===== config.mk =====
export PLATFORM = sky130hd
export DESIGN_NAME = risc_v_inst_arbiter
export DESIGN_NICKNAME = d
export VERILOG_FILES = /design/src/rtl/VX_tb_common_pkg.sv /design/src/rtl/risc_v_inst_encoder.sv /design/src/rtl/risc_v_inst_arbiter.sv
export SDC_FILE = /design/constraint.sdc
export NUM_CORES = 1
export LEC_CHECK = 0
export ABC_AREA = 1
export BUFFER_PORTS_ARGS = -buffer_cell sky130_fd_sc_hd__buf_2
export CORE_AREA = 2 2 184 186
export CTS_BUF_LIST = sky130_fd_sc_hd__clkbuf_16
export DETAILED_ROUTE_END_ITERATION = 8
export DIE_AREA = 0 0 186 188
export PLACE_DENSITY = 0.48
export REMOVE_ABC_BUFFERS = 1
export SYNTH_ARGS = -nofsm -noshare
export SYNTH_HDL_FRONTEND = slang
export SYNTH_HIERARCHICAL = 1
export SYNTH_SLANG_ARGS = --single-unit

===== constraint.sdc =====
create_clock -name clk -period 6.3 [get_ports clk]
set_clock_uncertainty 0.15 [all_clocks]
set_input_delay 0.945 -clock clk [delete_from_list [all_inputs] [get_ports clk]]
set_output_delay 0.945 -clock clk [all_outputs]
set_load 0.02 [all_outputs]

===== src/rtl/VX_tb_common_pkg.sv =====
// ----------------------------------------------------------------------------
// VX_tb_common_pkg
// Shared types for the RISC-V instruction sequencer / program-write path.
//   instr_type_e       : instruction format selector (R/I/S/B/U/J)
//   risc_v_seq_instr_t : decoded instruction fields offered by a sequencer
//   RISC_V_SEQ_INSTR_W : packed width of risc_v_seq_instr_t
//   RV_NOP_WORD        : addi x0,x0,0, emitted for unsupported formats
//   arb_state_e        : arbiter output-register state
// ----------------------------------------------------------------------------
package VX_tb_common_pkg;

    // Encodings 6 and 7 are unsupported; they encode as RV_NOP_WORD.
    typedef enum logic [2:0] {
        INSTR_R = 3'd0,
        INSTR_I = 3'd1,
        INSTR_S = 3'd2,
        INSTR_B = 3'd3,
        INSTR_U = 3'd4,
        INSTR_J = 3'd5
    } instr_type_e;

    // I and U formats take their immediate from imm0. The split formats
    // (S/B/J) take the upper word fields from imm1 and the lower ones from imm0.
    typedef struct packed {
        instr_type_e instr_type;
        logic [6:0]  opcode;
        logic [4:0]  rd;
        logic [4:0]  rs1;
        logic [4:0]  rs2;
        logic [2:0]  funct3;
        logic [6:0]  funct7;
        logic [31:0] imm0;
        logic [31:0] imm1;
    } risc_v_seq_instr_t;

    localparam int RISC_V_SEQ_INSTR_W = $bits(risc_v_seq_instr_t);

    localparam logic [31:0] RV_NOP_WORD = 32'h0000_0013;

    typedef enum logic {
        ARB_IDLE = 1'b0,   // output register empty
        ARB_EMIT = 1'b1    // output register holds a word
    } arb_state_e;

endpackage


===== src/rtl/risc_v_inst_encoder.sv =====
// ----------------------------------------------------------------------------
// risc_v_inst_encoder
// Combinational RV32 encoder: packs decoded fields into a 32-bit word.
//   instr   : risc_v_seq_instr_t, decoded fields
//   word    : encoded RV32 instruction
//   illegal : instr_type is not one of R/I/S/B/U/J (word is RV_NOP_WORD)
// ----------------------------------------------------------------------------
module risc_v_inst_encoder
    import VX_tb_common_pkg::*;
(
    input  risc_v_seq_instr_t instr,
    output logic [31:0]       word,
    output logic              illegal
);

    logic [31:0] imm0;
    logic [31:0] imm1;

    assign imm0 = instr.imm0;
    assign imm1 = instr.imm1;

    // imm1 only supplies the upper fields of S/B/J; these bits never reach a word.
    logic unused_imm1_bits;
    assign unused_imm1_bits = ^{imm1[31:21], imm1[19:13], imm1[0]};

    always_comb begin
        // NOTE: every output gets a default before the case so no path
        // leaves a value unassigned, which would infer a latch.
        word    = RV_NOP_WORD;
        illegal = 1'b0;
        case (instr.instr_type)
            INSTR_R: word = {instr.funct7, instr.rs2, instr.rs1, instr.funct3,
                             instr.rd, instr.opcode};
            INSTR_I: word = {imm0[11:0], instr.rs1, instr.funct3, instr.rd,
                             instr.opcode};
            INSTR_S: word = {imm1[11:5], instr.rs2, instr.rs1, instr.funct3,
                             imm0[4:0], instr.opcode};
            INSTR_B: word = {imm1[12], imm1[10:5], instr.rs2, instr.rs1,
                             instr.funct3, imm0[4:1], imm0[11], instr.opcode};
            INSTR_U: word = {imm0[31:12], instr.rd, instr.opcode};
            INSTR_J: word = {imm1[20], imm1[10:1], imm0[11], imm0[19:12],
                             instr.rd, instr.opcode};
            default: illegal = 1'b1;
        endcase
    end

endmodule


===== src/rtl/risc_v_inst_arbiter.sv =====
// ----------------------------------------------------------------------------
// risc_v_inst_arbiter
// Round-robin scheduler sharing one encode/program-write path between
// NUM_REQ instruction sequencers. The winner's fields are encoded and emitted
// with a sequential program address; program fill is tracked up to MAX_INSTRS.
//
// Optional feature (macro VX_TB_INST_ARB_LOCK_EN): adds req_lock. An accept
// with the grantee's lock bit set keeps the grant on that requester until an
// accept with the lock bit low.
//
// Ports:
//   clk, reset_n          : clock, asynchronous active-low reset
//   clear                 : synchronous restart of program fill
//   req_valid/req_instr   : per-requester offer (risc_v_seq_instr_t)
//   req_lock              : per-requester lock (feature build only)
//   req_ready             : per-requester accept, one-hot or zero
//   out_valid/out_ready   : encoded-word handshake toward the loader
//   out_addr/out_data     : program address and encoded RV32 word
//   out_src               : requester that produced out_data
//   full                  : MAX_INSTRS words issued
//   done                  : full and output register empty
//   err_illegal           : sticky, an unsupported instr_type was accepted
// ----------------------------------------------------------------------------
module risc_v_inst_arbiter
    import VX_tb_common_pkg::*;
#(
    parameter int          NUM_REQ    = 4,
    parameter logic [31:0] BASE_ADDR  = 32'h8000_0000,
    parameter int          MAX_INSTRS = 1024,
    localparam int         SRC_W      = (NUM_REQ > 1) ? $clog2(NUM_REQ) : 1
) (
    input  logic                                  clk,
    input  logic                                  reset_n,
    input  logic                                  clear,
    input  logic              [NUM_REQ-1:0]       req_valid,
    input  risc_v_seq_instr_t [NUM_REQ-1:0]       req_instr,
`ifdef VX_TB_INST_ARB_LOCK_EN
    input  logic              [NUM_REQ-1:0]       req_lock,
`endif
    output logic              [NUM_REQ-1:0]       req_ready,
    output logic                                  out_valid,
    input  logic                                  out_ready,
    output logic              [31:0]              out_addr,
    output logic              [31:0]              out_data,
    output logic              [SRC_W-1:0]         out_src,
    output logic                                  full,
    output logic                                  done,
    output logic                                  err_illegal
);

    localparam int               CNT_W   = $clog2(MAX_INSTRS + 1);
    localparam logic [CNT_W-1:0] MAX_CNT = CNT_W'(MAX_INSTRS);

    arb_state_e       state_q, state_d;
    logic [CNT_W-1:0] issued_cnt;
    logic [SRC_W-1:0] rr_ptr, rr_next;
    logic [SRC_W-1:0] grant;
    logic             grant_vld;
    logic             can_accept;
    logic             accept;
    logic [31:0]      enc_word;
    logic             enc_illegal;
`ifdef VX_TB_INST_ARB_LOCK_EN
    logic             lock_q;
`endif

    function automatic logic [SRC_W-1:0] wrap_idx(input int base, input int off);
        int s;
        s = base + off;
        if (s >= NUM_REQ) s = s - NUM_REQ;
        return SRC_W'(s);
    endfunction

    // First valid requester at or above rr_ptr, wrapping around.
    always_comb begin
        grant     = rr_ptr;
        grant_vld = 1'b0;
        for (int i = 0; i < NUM_REQ; i++) begin
            if (!grant_vld && req_valid[wrap_idx(int'(rr_ptr), i)]) begin
                grant     = wrap_idx(int'(rr_ptr), i);
                grant_vld = 1'b1;
            end
        end
`ifdef VX_TB_INST_ARB_LOCK_EN
        // A held lock pins the grant to rr_ptr; nobody else is served even
        // while the holder has nothing to offer.
        if (lock_q) begin
            grant     = rr_ptr;
            grant_vld = req_valid[rr_ptr];
        end
`endif
    end

    assign full       = (issued_cnt == MAX_CNT);
    assign can_accept = !clear && (issued_cnt < MAX_CNT)
                        && (state_q == ARB_IDLE || out_ready);
    assign accept     = grant_vld && can_accept;
    assign out_valid  = (state_q == ARB_EMIT);
    assign done       = full && !out_valid;

    always_comb begin
        req_ready = '0;
        if (accept) req_ready[grant] = 1'b1;
    end

    always_comb begin
        rr_next = rr_ptr;
        if (accept) begin
            rr_next = (int'(grant) == NUM_REQ - 1) ? '0 : grant + SRC_W'(1);
`ifdef VX_TB_INST_ARB_LOCK_EN
            if (req_lock[grant]) rr_next = grant;
`endif
        end
    end

    risc_v_inst_encoder u_encoder (
        .instr   (req_instr[grant]),
        .word    (enc_word),
        .illegal (enc_illegal)
    );

    // Output-register FSM. An accept refills the register in the same cycle
    // the loader takes the old word, giving one word per cycle.
    always_comb begin
        state_d = state_q;
        case (state_q)
            ARB_IDLE: if (accept) state_d = ARB_EMIT;
            ARB_EMIT: if (!accept && out_ready) state_d = ARB_IDLE;
            default:  state_d = ARB_IDLE;
        endcase
        if (clear) state_d = ARB_IDLE;
    end

    // NOTE: sequential state uses non-blocking assignments so every register
    // samples pre-edge values regardless of statement order.
    always_ff @(posedge clk or negedge reset_n) begin
        if (!reset_n) state_q <= ARB_IDLE;
        else          state_q <= state_d;
    end

    always_ff @(posedge clk or negedge reset_n) begin
        if (!reset_n) begin
            out_addr    <= BASE_ADDR;
            out_data    <= '0;
            out_src     <= '0;
            issued_cnt  <= '0;
            rr_ptr      <= '0;
            err_illegal <= 1'b0;
        end else if (clear) begin
            issued_cnt  <= '0;
            rr_ptr      <= '0;
            err_illegal <= 1'b0;
        end else begin
            rr_ptr <= rr_next;
            if (accept) begin
                out_data    <= enc_word;
                out_addr    <= BASE_ADDR + (32'(issued_cnt) << 2);
                out_src     <= grant;
                issued_cnt  <= issued_cnt + CNT_W'(1);
                err_illegal <= err_illegal | enc_illegal;
            end
        end
    end

`ifdef VX_TB_INST_ARB_LOCK_EN
    always_ff @(posedge clk or negedge reset_n) begin
        if (!reset_n)    lock_q <= 1'b0;
        else if (clear)  lock_q <= 1'b0;
        else if (accept) lock_q <= req_lock[grant];
    end
`endif

endmodule


# Word-level counts from Yosys, hierarchy flattened

Cells that the tools add are included.

Logic and storage cells: 96
Input port bits: 404
Output and inout port bits: 74
Bits in registers: 81

Reductions and logical operators: 20
Muxes and demuxes: 38
Equality and inequality tests: 7
Bitwise gates (word level): 3
Add/sub/neg operators: 10
Magnitude comparators: 11

Operator list:

| cell                     | count |
|---|---|
| $bmux W99 S2             | 1 |
| $pmux W32 S6             | 1 |
| $mux W99                 | 1 |
| $add A32 B13 Y32 const A | 1 |
| $mux W11                 | 2 |
| $mux W2                  | 11 |
| $lt A2 B3 Y1 const B     | 5 |
| $mux W1                  | 15 |
| $add A11 B1 Y11 const B  | 1 |
| $eq A11 B11 Y1 const B   | 1 |
| $lt A11 B11 Y1 const B   | 1 |
| $ge A3 B3 Y1 const B     | 3 |
| $logic_and A1 B1 Y1      | 9 |
| $bmux W1 S2              | 4 |
| $sub A2 B1 Y2 const B    | 4 |
| $add A2 B2 Y3 const B    | 2 |
| $eq A3 B2 Y1 const B     | 2 |
| $eq A3 B3 Y1 const B     | 2 |
| $logic_not A1 Y1         | 6 |
| $reduce_or A6 Y1         | 1 |
| $mux W4                  | 1 |
| $add A2 B1 Y3 const B    | 1 |
| $eq A3 B1 Y1 const B     | 1 |
| $ge A2 B3 Y1 const B     | 1 |
| 11 further kinds         | 12 |

# Longest topological paths before layout

Gate-level depths: netlist of the first run.

Word-level depth: 22
Depth in mapped cells: 28
Gate-level depth less buffers: 23

# By module

The synthesis of the first run kept the hierarchy.

Modules (own cells, without submodules):

| module              | cells an instance | seq. area each (µm²) | instances | area each (µm²) |
|---|---|---|---|---|
| risc_v_inst_arbiter | 1373              | 1501.4               | 1         | 7126.8 |
| risc_v_inst_encoder | 156               | 0.0                  | 1         | 747.0 |

# Worst setup path before layout of the first run

OpenSTA, ideal clock, no wires.

Path type: in2out
From: in req_valid[3]
To: out req_ready[1]
Required time: 5.205 ns
Slack: 2.807 ns
Data arrival time: 2.398 ns
Path buffers: 1
Cell stages on the path: 13
Path through: nand2_1 -> nand3_1 -> nand2_2 -> nand2_1 -> nand2_1 -> nand2_1 -> nand2_1 -> nand3_1 -> nand2_1 -> clkbuf_1 -> ha_1 -> inv_1 -> nor2_1

Longest elaborated chain between the ends: 17
Elaborated cells on any way between the ends: 29
Classes of those cells: order compare (2); mux (19); reduce/logical (8)

RTL lines:

| element                                                            | RTL line                   | source |
|---|---|---|
| start: declaration                                                 | risc_v_inst_arbiter.sv:35  | `input logic [NUM_REQ-1:0] req_valid,` |
| $bmux W1 S2                                                        | risc_v_inst_arbiter.sv:79  | `if (!grant_vld && req_valid[wrap_idx(int'(rr_ptr), i)]) begin` |
| $mux W1 (not written as such)                                      | risc_v_inst_arbiter.sv:79  |  |
| $mux W1                                                            | risc_v_inst_arbiter.sv:79  |  |
| $logic_not A1 Y1                                                   | risc_v_inst_arbiter.sv:79  |  |
| $logic_and A1 B1 Y1                                                | risc_v_inst_arbiter.sv:79  |  |
| $mux W1                                                            | risc_v_inst_arbiter.sv:79  |  |
| $logic_not A1 Y1                                                   | risc_v_inst_arbiter.sv:79  |  |
| $logic_and A1 B1 Y1                                                | risc_v_inst_arbiter.sv:79  |  |
| $mux W1                                                            | risc_v_inst_arbiter.sv:79  |  |
| $logic_not A1 Y1                                                   | risc_v_inst_arbiter.sv:79  |  |
| $logic_and A1 B1 Y1                                                | risc_v_inst_arbiter.sv:79  |  |
| $mux W2                                                            | risc_v_inst_arbiter.sv:79  |  |
| $lt A2 B3 Y1 (not written as such) or $ge A2 B1 Y1 (tied branches) | risc_v_inst_arbiter.sv:103 | `if (accept) req_ready[grant] = 1'b1;` |
| $logic_and A1 B1 Y1 (not written as such)                          | risc_v_inst_arbiter.sv:103 |  |
| $mux W1 (not written as such)                                      | risc_v_inst_arbiter.sv:103 |  |
| $demux W1 S2                                                       | risc_v_inst_arbiter.sv:103 |  |
| $mux W4 (*)                                                        | risc_v_inst_arbiter.sv:103 |  |
| end: declaration                                                   | risc_v_inst_arbiter.sv:40  | `output logic [NUM_REQ-1:0] req_ready,` |

Mark *: on every way between the ends. The rest lies on a longest branch, timed or not. The select of a mux whose other input is x is not followed.

# Worst setup path after layout of the first run

From: reg rr_ptr[0]
To: reg out_data[25]

Longest elaborated chain between the ends: 18
Elaborated cells on any way between the ends: 48
Classes of those cells: add/sub (7); order compare (4); eq/ne (5); mux (23); reduce/logical (9)

RTL lines:

| element                                                | RTL line                   | source |
|---|---|---|
| start: declaration                                     | risc_v_inst_arbiter.sv:56  | `logic [SRC_W-1:0] rr_ptr, rr_next;` |
| start signal: assignment                               | risc_v_inst_arbiter.sv:154 | `rr_ptr <= rr_next;` |
| branches (longest 13 deep; another with $add A2 B1 Y3) | --                         |  |
| $mux W2 (*)                                            | risc_v_inst_arbiter.sv:79  |  |
| $bmux W99 S2 (*)                                       | risc_v_inst_arbiter.sv:117 | `.instr (req_instr[grant]),` |
| $mux W99 (not written as such) (*)                     | risc_v_inst_arbiter.sv:117 |  |
| $eq A3 B3 Y1 (tied with other cells)                   | risc_v_inst_encoder.sv:31  | `case (instr.instr_type)` |
| $pmux W32 S6 (*)                                       | risc_v_inst_encoder.sv:31  |  |
| named net enc_word[25]                                 | risc_v_inst_arbiter.sv:61  | `logic [31:0] enc_word;` |
| end signal: assignment                                 | risc_v_inst_arbiter.sv:156 | `out_data <= enc_word;` |
| end: declaration                                       | risc_v_inst_arbiter.sv:44  | `output logic [31:0] out_data,` |

Mark *: on every way through the listed nets, which the timed path passes. The select of a mux whose other input is x is not followed.
A chain may end at the register's enable or synchronous reset.

==> results.cfg, run 1 <==
[min_path]
hold_depth = 2
hold-path-endpoint = out_data[16]
hold_path.class = register to register
min_from = out_data[16]

[power_and_ir_drop]
power_density_nw_per_um2 = 590
switching_share_pct = 62.1
power.leakage_uw = 0.00578
p_switching_uw = 3440
vdd_drop_max_uv = 269
p_int_uw = 2100
clockPowerShare_pct = 9.3
p_seq_share_pct = 10.5
p_comb_share_pct = 80.2

[final_layout]
nFillCells = 3891
nNetsFinal = 2056
final-seq-area_sq_um = 1500
area_delta_synth_final_pct = 30.7
multi_input_area_sq_um = 4830
drive_gt1_share_pct = 26.4

[die]
die_y_um = 188
die_x_um = 186
rows = 67
core_area_sq_um = 33100
initial_core_util_pct = 21.7
io_pins = 478
dieArea_sq_um = 35000

[sta]
fin_ws_ps = 1520
final-setup-viol-count = 0
period_share_pct = 75.8
max-slew-margin-rel_pct = 43.2
setup_tns_ps = 0
fmax_ghz = 0.209
finalCriticalPeriod_ps = 4780
hold_violations = 0
rsz0062_at_grt = false
worst_pin_slew_ps = 851
drv_slew = 0

[routing]
vias = 9233
drt_iter0_drc = 372
via_per_inst = 4.39
ant_nets = 0
first_pass_iters = 7
wire_per_inst_um = 14.5
postRouteWirelength_mm = 30.6
drc_errors = 0

[placed_design]
place.gp.congestion = 0.843
place_ws_ps = 1080
port_buffers = 380
hpwl_mm = 22.9

[clock_network]
cts_tree = yes
cts_sinks = 60
root_buffer = clkbuf_16
clk_latency_ps = 340
cts_hold_buf = 0
cts_buffers = 9
clkTransAtPathRegs_ps = 60
clock_path_buffers = 2
cts_htree_levels = 3
ctsResizeCount = 0
cts_setup_buffers = 0

[synthesis]
synth.avg_cell_area_sq_um = 5.29
yosysWarnings = 6
netlist_area_sq_um = 7180
netlist_instances = 1358

[critical_path]
cp.required_ps = 6430
end_kind = register
path_max_fanout = 100
ff2ff_setup_slack_ps = 1520
crit_start = rr_ptr[0]
r2r_cells = 20
r2r_end = out_data[25]
critical_path_arrival_ps = 4900
rr_startpoint = rr_ptr[0]
critPathKind = register to register
start_kind = register

[global_route]
grt_pass1_vias = 8583
antenna_found_initial = 5
grt_pass1_wl_mm = 46.7
gr-usage-all-layers_pct = 17.2
grt_max_degree = 134
grt.overflow.total = 0

[outcome]
status = finished, final reports clean

[run]
maxCapViolCount = 0
## sequential cells by signal, indices dropped and copies added, names as in the netlist
signal       flops
err_illegal      1
out_data        32
issued_cnt      11
out_valid        1
out_src          2
out_addr        11
rr_ptr           2
## how the worst max path moves through the flow
stage / endpoint / slack (ps)
6_report: out_data[25] / 1520
5_1_grt: out_data[26] / 1030
4_1_cts: out_data[25] / 1390
3_5_place_dp: out_data[25] / 1080
3_3_place_gp: out_data[25] / 1100
2_1_floorplan: out_data[25] / -2720
## worst max-delay path: stages, from the launching register on
cell and delay [ps]:
dfrtp_1 570, inv_2 150, nand2_1 120, nand3_1 90, nand2_2 160, nand2_1 90
nand2_1 60, nand2_1 120, nand2_8 390, nand2_8 480, nand2_1 180, nand2_1 60
nand2_1 70, nand2_2 430, inv_2 570, nand2_1 310, nand2_2 270, nand2_1 80
nand4_1 70, nand2_1 80, nand2_1 100
## cell type report
| class | count | share of cell area, % |
|---|---|---|
| Multi-Input combinational cell | 1136 | 51.5 |
| Sequential cell | 60 | 16.0 |
| Inverter | 51 | 2.07 |
| Clock buffer | 9 | 2.40 |
| Timing Repair Buffer | 390 | 21.2 |
| Tap cell | 448 | 5.97 |
| Clock inverter | 7 | 0.799 |
| Antenna cell | 4 | 0.107 |
## layer usage
layer	up-vias	wire, um	GRT usage (%)	share of wire, %
met5	-	0	0	0
met4	0	687	4.66	2.2
met3	33	1910	3.63	6.2
met2	297	15000	30.1	49
met1	4115	13100	21.0	43
li1	4788	-	-	-
## placed cells by master (no fill, tap or decap), types with 9 or more instances in the layout
cell type    n
dfrtp_1     60
o21ai_0     22
nor2_1      26
buf_2      379
nand3_1    207
nor3_1       9
nand2_1    787
buf_4       10
nand4_1     15
inv_1       43
clkbuf_16    9
conb_1      21
## power groups by stage
stage	clock network [uW]	registers (uW)	logic, uW
2_1_floorplan	0	704	3020
3_3_place_gp	0	584	4550
3_5_place_dp	0	588	4560
4_1_cts	541	583	4570
5_1_grt	559	599	5150
6_report	513	582	4450
## through the flow
| stage | hold WS (ps) | area (sq um) | std cells | total power, uW | util, % |
|---|---|---|---|---|---|
| 6_report | 322 | 9390 | 2105 | 5540 | 28.4 |
| 5_1_grt | 342 | 9390 | 2103 | 6310 | 28.3 |
| 4_1_cts | 327 | 9380 | 2101 | 5700 | 28.3 |
| 3_5_place_dp | 310 | 9080 | 2085 | 5140 | 27.4 |
| 3_3_place_gp | 308 | 9080 | 2085 | 5130 | 27.4 |
| 2_1_floorplan | 355 | 6490 | 1247 | 3720 | - |
Note: power is estimated with default switching activity, not from simulation.
==> run 2: changes to the inputs <==
--- a/config.mk
+++ b/config.mk
@@ -11,7 +11,7 @@
 export CTS_BUF_LIST = sky130_fd_sc_hd__clkbuf_16
 export DETAILED_ROUTE_END_ITERATION = 8
 export DIE_AREA = 0 0 186 188
-export PLACE_DENSITY = 0.48
+export PLACE_DENSITY = 0.5
 export REMOVE_ABC_BUFFERS = 1
 export SYNTH_ARGS = -nofsm -noshare
 export SYNTH_HDL_FRONTEND = slang
==> constraint.sdc (replaced) <==
create_clock -name clk -period 4.35 [get_ports clk]
set_clock_uncertainty 0.15 [all_clocks]
set_input_delay 0.6525 -clock clk [delete_from_list [all_inputs] [get_ports clk]]
set_output_delay 0.6525 -clock clk [all_outputs]
set_load 0.02 [all_outputs]
==> results.cfg, run 2 (synthesized netlist as in run 1, its figures left out) <==
[global_route]
grt_max_degree = 89
grt_pass1_wl_mm = 45.7
grt.overflow.total = 0
antenna_found_initial = 3
grt_pass1_vias = 8813
gr-usage-all-layers_pct = 16.6

[sta]
drv_slew = 0
finalCriticalPeriod_ps = 3870
whs_ps = 261
period_share_pct = 88.9
fin_ws_ps = 483
final-setup-viol-count = 0
max-slew-margin-rel_pct = 43.5
fmax_ghz = 0.259
setup_tns_ps = 0
hold_violations = 0
rsz0062_at_grt = false
worst_pin_slew_ps = 848

[critical_path]
cp.required_ps = 3550
path_max_fanout = 47
crit_buf_inv = 4
critical_path_arrival_ps = 3060
crit_path_max_incr_delay_ps = 560
path_common_cell = nand2_1
crit_family = simple AND/OR/NAND/NOR gates
slowest_stage = dfrtp_1
critPathKind = register to output port
crit_chain = inv_2 -> nand2_1 -> nand3_1 -> nand2_2 -> nand2_1 -> nand2_1 -> nand2_1 -> nand2_8 -> nand2_8 -> inv_1 -> ha_1 -> inv_1 -> nor2_1 -> buf_2
end_kind = output port
start_kind = register

[final_layout]
nFillCells = 3879
stdcell_count = 2110
largest_reg_flops = 32
area_delta_synth_final_pct = 31.5
nNetsFinal = 2064
regMostFlops = out_data
reg_top3 = out_data: 32 flops, issued_cnt: 11 flops, out_addr: 11 flops
drive_gt1_share_pct = 26.7
final_common_cell = nand2_1
final_cell_mix = nand2_1 (787), buf_2 (379), nand3_1 (207)

[clock_network]
clkTransAtPathRegs_ps = 60
cts_setup_buffers = 0
cts_hold_buf = 0
cts_tree = yes
clk_latency_ps = 340
clock_path_buffers = 2
root_buffer = clkbuf_16
cts_htree_levels = 3
cts_buffers = 9
cts_sinks = 60
ctsResizeCount = 0

[routing]
postRouteWirelength_mm = 29.7
via_per_inst = 4.37
drc_errors = 0
first_pass_iters = 5
wire_per_inst_um = 14.1
ant_nets = 0
vias = 9220
drt_iter0_drc = 321

[power_and_ir_drop]
switching_share_pct = 62.0
power.leakage_uw = 0.00581
clockPowerShare_pct = 8.5
p_seq_share_pct = 10.3
vdd_drop_max_uv = 421
power_uw = 8140
p_comb_share_pct = 81.1
p_switching_uw = 5050
power_density_nw_per_um2 = 862
p_int_uw = 3090

[die]
die_y_um = 188
initial_core_util_pct = 21.7
rows = 67
die_x_um = 186
dieArea_sq_um = 35000
core_area_sq_um = 33100
io_pins = 478

[placed_design]
dp.cells = 2093
hpwl_mm = 22.5
place_ws_ps = 601
place.gp.congestion = 0.827
port_buffers = 380

[run]
maxCapViolCount = 0

[min_path]
hold_path.class = input port to async pin

[outcome]
status = finished, final reports clean
[run 2: power groups by stage]
stage | clock network [uW] | registers (uW) | logic [uW]
final | 695 | 841 | 6610
after floorplan | 0 | 1020 | 4370
after global placement | 0 | 842 | 6710
after CTS | 729 | 842 | 6730
after global routing | 750 | 866 | 7560
after detailed placement | 0 | 848 | 6710
[run 2: per-stage QoR]
step                      util, %  instance area [sq um]
after floorplan                 -                   6490
after global placement       27.7                   9170
after detailed placement     27.7                   9170
after CTS                    28.5                   9440
after global routing         28.5                   9450
final                        28.5                   9450
[run 2: final timing paths]
check,cells after the start,startpoint,slack (ps),endpoint
min in group clk,2,out_data[19],330,out_data[19]
max,14,rr_ptr[0],480,req_ready[3]
min reg2reg,2,out_data[19],330,out_data[19]
max in group asynchronous,1,reset_n,3230,out_data[22]
max reg2reg,19,rr_ptr[0],570,out_data[23]
min,1,reset_n,260,out_addr[7]
[run 2: metal layers]
metal,part of all wire (%),global-route usage [%],wire [um]
met1,45,20.8,13300
met2,47,28.7,14000
met3,6.1,3.36,1800
met4,2.0,4.09,593
met5,0.024,0,7
[run 2: worst reg2reg max path: cells and delay by family (launching register included)]
kind / cells / cell delay (ps)
DFF: 1 / 560
and+or+nand+nor: 15 / 2370
buffers and inverters: 3 / 530
AOI/OAI and AO/OA: 1 / 130
[run 2: cell type report]
type,count,area [sq um],area share (%)
Clock buffer,9,225,2.38
Multi-Input combinational cell,1136,4830,51.2
Antenna cell,1,2.50,0.0265
Tap cell,448,561,5.93
Timing Repair Buffer,398,2080,22.0
Inverter,51,194,2.05
Clock inverter,7,51.3,0.543
Sequential cell,60,1500,15.9
